File: src/rtl/secure_mem_pkg.sv
// Shared types and default sizes for the secure key/ID memory front-end.
// Holds the controller state encoding, the 2-bit response error codes and
// the default geometry of the memory it sits in front of.
package secure_mem_pkg;

    // Default geometry: 6 entries of 512 bits, written 256 bits at a time.
    localparam int SMC_WIDTH  = 512;
    localparam int SMC_LENGTH = 6;

    typedef enum logic [2:0] {
        IDLE,
        WRITE,
        RD_ISSUE,
        RD_WAIT,
        RESP
    } state_t;

    // Error code reported alongside every response.
    typedef enum logic [1:0] {
        ERR_OK      = 2'd0,
        ERR_RANGE   = 2'd1,
        ERR_LOCKED  = 2'd2,
        ERR_TIMEOUT = 2'd3
    } err_t;

endpackage

File: src/rtl/secure_mem_ctrl.sv
// secure_mem_ctrl: request/response front-end for the secure key/ID memory.
// Turns a valid/ready request stream into single-cycle memory strobes,
// captures read data on the memory's valid pulse and holds each response
// until the consumer takes it. Adds range checking, a sticky write lock over
// the key region (addresses >= PROT_BASE) and a read timeout.
//
// Ports:
//   clk, rst_n          clock, asynchronous active-low reset
//   req_valid/req_ready request handshake (ready only while idle)
//   req_write           1 = write, 0 = read
//   req_addr            entry address
//   req_wdata           write data (half an entry wide)
//   lock_set            pulse that sets the sticky key lock
//   locked              current lock state
//   resp_valid/ready    response handshake
//   resp_data           read data, 0 for writes and errors
//   resp_err            0 OK, 1 RANGE, 2 LOCKED, 3 TIMEOUT
//   mem_rd_en/mem_wr_en single-cycle memory strobes
//   mem_addr/mem_wrData address and write data held for the memory
//   mem_rdData/_valid   registered read data from the memory
module secure_mem_ctrl
    import secure_mem_pkg::*;
#(
    parameter int WIDTH     = SMC_WIDTH,
    parameter int LENGTH    = SMC_LENGTH,
    parameter int PROT_BASE = 1,
    parameter int TIMEOUT   = 4
) (
    input  logic                      clk,
    input  logic                      rst_n,
    input  logic                      req_valid,
    output logic                      req_ready,
    input  logic                      req_write,
    input  logic [$clog2(LENGTH)-1:0] req_addr,
    input  logic [WIDTH/2-1:0]        req_wdata,
    input  logic                      lock_set,
    output logic                      locked,
    output logic                      resp_valid,
    input  logic                      resp_ready,
    output logic [WIDTH-1:0]          resp_data,
    output logic [1:0]                resp_err,
    output logic                      mem_rd_en,
    output logic                      mem_wr_en,
    output logic [$clog2(LENGTH)-1:0] mem_addr,
    output logic [WIDTH/2-1:0]        mem_wrData,
    input  logic [WIDTH-1:0]          mem_rdData,
    input  logic                      mem_rdData_valid
);

    localparam int CW = $clog2(TIMEOUT + 1);

    state_t              state_q, state_d;
    err_t                err_q;
    logic [CW-1:0]       tmo_cnt;
    logic                tmo_hit;
    logic                range_bad;
    logic                lock_bad;

    // Addresses are widened to int so that non-power-of-two LENGTH values
    // still flag the representable but nonexistent entries. The lock check
    // uses the registered lock, so a lock_set arriving with a write does not
    // block that write.
    assign range_bad = int'(req_addr) >= LENGTH;
    assign lock_bad  = req_write && locked && (int'(req_addr) >= PROT_BASE);
    assign tmo_hit   = (tmo_cnt == CW'(TIMEOUT - 1));
    assign resp_err  = err_q;

    always_ff @(posedge clk or negedge rst_n) begin
        if (!rst_n) begin
            state_q <= IDLE;
        end else begin
            state_q <= state_d;
        end
    end

    // Strobes and handshakes are decoded purely from the state, so each
    // strobe lasts exactly the single cycle spent in WRITE or RD_ISSUE.
    always_comb begin
        state_d    = state_q;
        req_ready  = 1'b0;
        resp_valid = 1'b0;
        mem_rd_en  = 1'b0;
        mem_wr_en  = 1'b0;
        case (state_q)
            IDLE: begin
                req_ready = 1'b1;
                if (req_valid) begin
                    if (range_bad || lock_bad) begin
                        state_d = RESP;
                    end else if (req_write) begin
                        state_d = WRITE;
                    end else begin
                        state_d = RD_ISSUE;
                    end
                end
            end
            WRITE: begin
                mem_wr_en = 1'b1;
                state_d   = RESP;
            end
            RD_ISSUE: begin
                mem_rd_en = 1'b1;
                state_d   = RD_WAIT;
            end
            RD_WAIT: begin
                if (mem_rdData_valid || tmo_hit) begin
                    state_d = RESP;
                end
            end
            RESP: begin
                resp_valid = 1'b1;
                if (resp_ready) begin
                    state_d = IDLE;
                end
            end
            default: state_d = IDLE;
        endcase
    end

    // Datapath: request capture at acceptance, read-data capture while
    // waiting (the memory zeroes its output once rd_en drops), the timeout
    // counter, and the sticky lock. resp_data is cleared at acceptance so
    // writes, errors and timeouts all report zero data.
    always_ff @(posedge clk or negedge rst_n) begin
        if (!rst_n) begin
            locked     <= 1'b0;
            resp_data  <= '0;
            err_q      <= ERR_OK;
            mem_addr   <= '0;
            mem_wrData <= '0;
            tmo_cnt    <= '0;
        end else begin
            if (lock_set) begin
                locked <= 1'b1;
            end
            case (state_q)
                IDLE: begin
                    if (req_valid) begin
                        mem_addr   <= req_addr;
                        mem_wrData <= req_wdata;
                        resp_data  <= '0;
                        if (range_bad) begin
                            err_q <= ERR_RANGE;
                        end else if (lock_bad) begin
                            err_q <= ERR_LOCKED;
                        end else begin
                            err_q <= ERR_OK;
                        end
                    end
                end
                RD_ISSUE: begin
                    tmo_cnt <= '0;
                end
                RD_WAIT: begin
                    if (mem_rdData_valid) begin
                        resp_data <= mem_rdData;
                        err_q     <= ERR_OK;
                    end else if (tmo_hit) begin
                        err_q <= ERR_TIMEOUT;
                    end else begin
                        tmo_cnt <= tmo_cnt + 1'b1;
                    end
                end
                default: begin
                end
            endcase
        end
    end

endmodule

File: config.mk
export PLATFORM = sky130hd
export DESIGN_NAME = secure_mem_ctrl
export DESIGN_NICKNAME = d
export VERILOG_FILES = /design/src/rtl/secure_mem_pkg.sv /design/src/rtl/secure_mem_ctrl.sv
export SDC_FILE = /design/constraint.sdc
export NUM_CORES = 1
export LEC_CHECK = 0
export CORE_AREA = 3 3 611 613
export CTS_CLUSTER_SIZE = 28
export DETAILED_ROUTE_END_ITERATION = 10
export DIE_AREA = 0 0 614 616
export HOLD_SLACK_MARGIN = 0.05
export PLACE_DENSITY_LB_ADDON = 0.08
export SYNTH_ARGS = -nofsm -noshare
export SYNTH_HDL_FRONTEND = slang
export SYNTH_SLANG_ARGS = --single-unit
File: constraint.sdc
create_clock -name clk -period 2.4 [get_ports clk]
set_clock_uncertainty 0.2 [all_clocks]
set_input_delay 0.24 -clock clk [delete_from_list [all_inputs] [get_ports clk]]
set_output_delay 0.24 -clock clk [all_outputs]
set_load 0.01 [all_outputs]
==> results of run 1 <==
cells in the mapped netlist:
library cell	number
mux2i_1	515
nor4b_1	1
nor2_1	3
and2_1	1
a21o_1	2
nor2b_1	1
nor4b_2	1
a41o_1	1
buf_6	2
dfrtp_1	780
mux2_2	254
nand2_1	516
o21ai_0	1
mux2_1	6
nor3_1	1
inv_1	514
clkbuf_1	5
or2_2	1
a221oi_1	2
o22ai_1	1
ha_1	2
o221ai_1	1
a211oi_1	2
or3b_1	1
nor3b_1	1
and3b_1	2
buf_2	66
buf_12	45
o211a_1	1
nand2b_1	2
nand3_1	2
buf_8	8
a21oi_2	1
a211o_1	1
or3_1	1
buf_4	21
flip-flops by register name, summed over array words and instances, names as in the netlist:
| signal | cells |
|---|---|
| state_q | 3 |
| locked | 1 |
| tmo_cnt | 3 |
| mem_wrData | 256 |
| mem_addr | 3 |
| resp_err | 2 |
| resp_data | 512 |
layer usage:
metal	wire [µm]	track usage [%]	share of wire, %	vias up
met1	83300	12.2	36	14224
met4	8560	3.76	3.7	36
met3	16600	3.71	7.2	326
met2	122000	22.2	53	1029
met5	207	0	0.090	-
li1	-	-	-	13808
worst max-delay path: stages (launching register included):
cell	delay, ns
dfrtp_1	0.40
buf_6	0.12
or3b_4	0.37
a21oi_4	0.24
buf_4	0.16
buf_12	0.18
buf_16	0.24
mux2i_1	0.24
through the flow:
step	cell area (µm²)	hold WS, ns	instances	setup slack, ns
6_report	67400	0.0937	10354	0.0499
5_1_grt	67400	0.0503	10337	-0.0861
4_1_cts	67000	0.0573	10279	-0.165
3_5_place_dp	55600	0.0227	9297	-0.563
3_3_place_gp	55600	0.0165	9297	-0.561
2_1_floorplan	33300	-0.256	2765	0.436
final cells by class:
| class | count | area, µm² | area share, % |
|---|---|---|---|
| tap | 4950 | 6190 | 9.19 |
| inverter | 514 | 1930 | 2.86 |
| clock inverter | 27 | 349 | 0.518 |
| multi-input combinational | 1324 | 10300 | 15.3 |
| antenna | 54 | 135 | 0.200 |
| clock buffer | 183 | 3530 | 5.23 |
| timing repair buffer | 2522 | 25400 | 37.7 |
| sequential | 780 | 19500 | 29.0 |
cells by family after synthesis:
kind of cell | count (synthesis)
buffers and inverters | 661
and+or+nand+nor | 534
adders and majority gates | 2
muxes | 775
AOI/OAI and AO/OA | 13
DFF | 780
timing repair:
action / 4_1_cts / 5_1_grt
setup buffers: 5 / 14
hold buffers: 767 / 3
cloned: 0 / 4
pin swaps: 4 / 4
endpoints found under the setup margin: 277 / 58
resized for setup: 298 / 17
hold endpoints to repair: 1546 / 3
power by group:
part	internal, µW	leakage (µW)	switching [µW]	total (µW)
combinational	13000	0.0150	11300	24200
clock	10700	0.00189	7460	18100
sequential	16200	0.0103	1910	18200
path summary, 6_finish.rpt:
check / startpoint / end / cells past startpoint
worst min register to register: mem_addr[0] / mem_addr[0] / 1
worst max register to register: state_q[1] / resp_data[276] / 7
min in group asynchronous: rst_n / mem_wrData[144] / 4
max in group asynchronous: rst_n / resp_data[270] / 6
worst max-delay path: state_q[1] / resp_data[276] / 7
worst min-delay path: req_wdata[60] / mem_wrData[60] / 2
==> results.py, run 1 <==
metrics = {
    "setup_path": {
        "cp.arrival_ns": 2.87,
        "critPathMaxFanout": 26,
        "cp-start-kind": "flip-flop",
        "crit_path_end_kind": "flip-flop",
        "cp.required_ns": 2.92,
        "critPathKind": "flip-flop to flip-flop",
        "r2r_slack_ns": 0.05,
    },
    "sta": {
        "max_slew.worst_pin.slew_ns": 0.554,
        "worst_slew_margin_rel_pct": 63.1,
        "drv_slew": 0,
        "tns_ns": 0,
        "min_period_ns": 2.35,
        "period_share_pct": 97.9,
        "hold_violations": 0,
        "rsz0062_at_grt": "true",
        "fmax_mhz": 426,
        "setup_viol": 0,
    },
    "job": {
        "drv_cap": 0,
    },
    "placement": {
        "hpwl_um": 186000,
        "place_congestion": 0.738,
        "io_buffers": 1555,
    },
    "grt": {
        "grt_max_degree": 83,
        "grt_pass1_vias": 32981,
        "grt_usage_pct": 11.8,
        "grt_antenna_before_repair": 105,
        "grt_pass1_wl_um": 304000,
        "grt.overflow.total": 0,
    },
    "clock_network": {
        "cts_tree": "done",
        "htreeDepth": 3,
        "clkTransAtPathRegs_ns": 0.06,
        "numCtsBuffers": 124,
        "worstSkewPairLatency_ns": 0.86,
        "clock_sinks": 780,
        "cts-root-buf": "clkbuf_16",
        "clockBufferDepth": 4,
    },
    "floorplan": {
        "rows": 223,
        "io_pins": 1556,
        "coreArea_um2": 369000,
        "dieHeight_um": 616,
        "start_util_pct": 9.03,
        "die_w_um": 614,
        "dieArea_um2": 378000,
    },
    "logic_synthesis": {
        "yosysSeqAreaShare_pct": 58.7,
        "synth_top_family_by_area": "multiplexers",
        "syn_inst": 2765,
        "yosysWarnings": 0,
        "netlist.area_leader.share_pct": 58.7,
        "synthXorXnorAreaFrac_pct": 0,
        "synth_area_um2": 33300,
        "yosys.area_share.simple_pct": 6.19,
        "synth_area_leader_cell": "dfrtp_1",
        "synth-seq-cells": 780,
        "synthAdderAreaFrac_pct": 0.0752,
        "ys_types": 36,
        "synth.avg_cell_area_um2": 12.0,
        "ys_top_cells_by_area": "dfrtp_1, mux2i_1, mux2_2",
        "synth-compound-area-share_pct": 0.316,
        "muxShareOfSynthArea_pct": 24.3,
        "syn_nets": 3545,
    },
    "hold_path": {
        "hold_class": "input port to flip-flop",
    },
    "layout": {
        "fin_nets": 6046,
        "post-route-util_pct": 18.3,
        "drive_gt1_share_pct": 12.1,
        "num-fill-cells": 40778,
        "layout_common_cells": "clkdlybuf4s50_1, dfrtp_1, dlygate4sd3_1",
        "layout-area-overhead-vs-synth_pct": 103,
        "layout_commonest_cell": "clkdlybuf4s50_1",
    },
    "power": {
        "p_total_uw": 60500,
        "p_leak_uw": 0.0272,
        "ir_drop_mv": 0.547,
        "power.density_nw_per_um2": 897,
    },
    "detailed_routing": {
        "route.antenna.remaining_nets": 0,
        "vias_per_cell": 2.84,
        "wl_um": 231000,
        "num_vias": 29423,
        "routedWlPerCell_um": 22.3,
        "drt_pass1_iterations": 4,
        "drt_iter0_markers": 912,
        "drc": 0,
    },
    "outcome": {
        "outcome": "complete, no violations",
    },
}
Note: power is estimated with default switching activity, not from simulation.
==> inputs of run 2 (changes only) <==
--- a/config.mk
+++ b/config.mk
@@ -5,12 +5,15 @@
 export SDC_FILE = /design/constraint.sdc
 export NUM_CORES = 1
 export LEC_CHECK = 0
-export CORE_AREA = 3 3 611 613
+export CELL_PAD_IN_SITES_DETAIL_PLACEMENT = 0
+export CELL_PAD_IN_SITES_GLOBAL_PLACEMENT = 1
+export CORE_AREA = 3 3 614 616
 export CTS_CLUSTER_SIZE = 28
 export DETAILED_ROUTE_END_ITERATION = 10
-export DIE_AREA = 0 0 614 616
+export DIE_AREA = 0 0 617 619
 export HOLD_SLACK_MARGIN = 0.05
 export PLACE_DENSITY_LB_ADDON = 0.08
+export SLEW_MARGIN = 20
 export SYNTH_ARGS = -nofsm -noshare
 export SYNTH_HDL_FRONTEND = slang
 export SYNTH_SLANG_ARGS = --single-unit
==> run 2 against run 1 <==
  * Count of clock-buffer cells in the layout grew 5
  * Flip-flop and latch count did not move
  * Core utilization shrank 0.30 points
  * Hold slack gained 0.033 ns
  * Via count decreased by 0.14%
  * Clock power about the same
  * Critical path depth stayed put
  * Final area down 0.72%
  * Power decreased by 0.78%
  * Non-clock buffer count down 35
  * Combinational power is essentially flat
  * Die area rose by 0.98%
==> results.py, run 2 (synthesis results as in run 1) <==
metrics = {
    "outcome": {
        "outcome": "complete, no violations",
    },
    "setup_path": {
        "critPathBufInv": 4,
        "crit_family": "buffers and inverters",
        "cp.arrival_ns": 2.90,
        "crit_cells": 7,
        "max_stage_delay_ns": 0.38,
        "r2r_slack_ns": 0.04,
        "timing.rr.start": "state_q[0]",
        "cp-start-kind": "flip-flop",
        "slowest_stage": "dfrtp_1",
        "r2r_cells": 7,
        "critPathMaxFanout": 30,
        "critPathKind": "flip-flop to flip-flop",
        "cp-endpoint": "resp_data[151]",
        "path_cells": "buf_4, or3b_4, a21oi_4, buf_12, buf_16, buf_16, mux2i_1",
        "crit_path_end_kind": "flip-flop",
        "cp.required_ns": 2.94,
        "rr_endpoint": "resp_data[151]",
        "cp_common_cell": "buf_16",
        "startpoint": "state_q[0]",
    },
    "power": {
        "power_frac_seq_pct": 30.0,
        "pwr-share-comb_pct": 39.9,
        "switching_share_pct": 34.1,
        "p_leak_uw": 0.0270,
        "clkPwrFrac_pct": 30.1,
        "power.density_nw_per_um2": 897,
        "ir_drop_mv": 0.574,
        "switchingPower_uw": 20500,
        "intPower_uw": 39500,
    },
    "layout": {
        "largest_reg_flops": 512,
        "top_register": "resp_data",
        "fin_nets": 6009,
        "drive_gt1_share_pct": 11.4,
        "layout_commonest_cell": "clkdlybuf4s50_1",
        "num-fill-cells": 41341,
        "multiInputGateArea_um2": 10300,
        "layout_common_cells": "clkdlybuf4s50_1, dfrtp_1, dlygate4sd3_1",
        "reg_top3": "resp_data: 512 flops, mem_wrData: 256 flops",
        "final_area_um2": 66900,
        "seq_area_um2": 19500,
        "layout-area-overhead-vs-synth_pct": 101,
    },
    "detailed_routing": {
        "num_vias": 29383,
        "drt_pass1_iterations": 6,
        "drt_iter0_markers": 959,
        "wl_um": 231000,
        "route.antenna.remaining_nets": 0,
        "vias_per_cell": 2.84,
        "drc": 0,
        "routedWlPerCell_um": 22.3,
    },
    "sta": {
        "worst_slew_margin_rel_pct": 55.2,
        "max_slew.worst_pin.slew_ns": 0.670,
        "hold_violations": 0,
        "min_period_ns": 2.36,
        "worst_hold_slack_ns": 0.127,
        "rsz0062_at_grt": "true",
        "period_share_pct": 98.5,
        "drv_slew": 0,
        "layout_setup_ws_ns": 0.0362,
        "fmax_mhz": 423,
        "tns_ns": 0,
        "setup_viol": 0,
    },
    "grt": {
        "grt_antenna_before_repair": 129,
        "grt_max_degree": 79,
        "grt.overflow.total": 0,
        "grt_pass1_vias": 32902,
        "grt_usage_pct": 11.7,
        "grt_pass1_wl_um": 306000,
    },
    "placement": {
        "place_congestion": 0.737,
        "placed_area_um2": 55200,
        "hpwl_um": 186000,
        "io_buffers": 1555,
        "place_ws_ns": -0.295,
    },
    "floorplan": {
        "dieHeight_um": 619,
        "die_w_um": 617,
        "coreArea_um2": 372000,
        "io_pins": 1556,
        "rows": 224,
        "start_util_pct": 8.95,
        "dieArea_um2": 382000,
    },
    "clock_network": {
        "clockBufferDepth": 4,
        "numCtsBuffers": 122,
        "cts-root-buf": "clkbuf_16",
        "worstSkewPairLatency_ns": 0.87,
        "clock_sinks": 780,
        "htreeDepth": 3,
        "clkTransAtPathRegs_ns": 0.06,
        "cts_tree": "done",
    },
    "job": {
        "drv_cap": 0,
    },
    "hold_path": {
        "hold_depth": 2,
        "hold_class": "input port to flip-flop",
    },
}
-- run 2: repair_timing --
action	CTS	global route
setup endpoints to repair	301	222
pin swaps	4	3
gates cloned	0	2
resized for setup	336	19
setup buffers	7	11
hold endpoints to repair	1540	7
hold buffers	763	7
-- run 2: per-stage QoR --
stage / utilization [%] / total power, µW / cells
floorplan: - / 29000 / 2765
detailed placement: 14.8 / 41600 / 9287
global route: 18.0 / 63800 / 10316
global placement: 14.8 / 41800 / 9287
CTS: 17.9 / 61700 / 10264
finish: 18.0 / 60000 / 10333
-- run 2: cell type report --
| type | instances | share of cell area [%] |
|---|---|---|
| clock inverter | 19 | 0.415 |
| timing repair buffer | 2487 | 37.3 |
| clock buffer | 188 | 5.33 |
| inverter | 514 | 2.88 |
| antenna | 49 | 0.183 |
| tap | 4972 | 9.29 |
| sequential | 780 | 29.2 |
| multi-input combinational | 1324 | 15.4 |
-- run 2: how the worst min path moves through the flow --
stage / from / endpoint / slack (ns)
4_1_cts: req_wdata[15] / mem_wrData[15] / 0.05
6_report: req_wdata[78] / mem_wrData[78] / 0.13
2_1_floorplan: rst_n / locked / -0.26
3_3_place_gp: rst_n / mem_wrData[36] / -0.07
3_5_place_dp: rst_n / mem_wrData[36] / -0.06
5_1_grt: req_wdata[70] / mem_wrData[70] / 0.05
-- run 2: layer usage --
layer  global-route usage (%)  up-vias  part of all wire, %
met4                     2.57       42                  2.6
met5                        0        -                 0.11
met2                     22.7     1062                   54
met1                     12.0    14258                   36
li1                         -    13668                    -
met3                     3.81      353                  7.1
-- run 2: power by group through the flow --
stage,combinational (µW),clock [µW],sequential [µW]
6_report,23900,18100,18000
5_1_grt,25700,19700,18400
4_1_cts,24400,19300,18000
3_5_place_dp,23400,0,18200
3_3_place_gp,23600,0,18200
2_1_floorplan,9680,0,19300
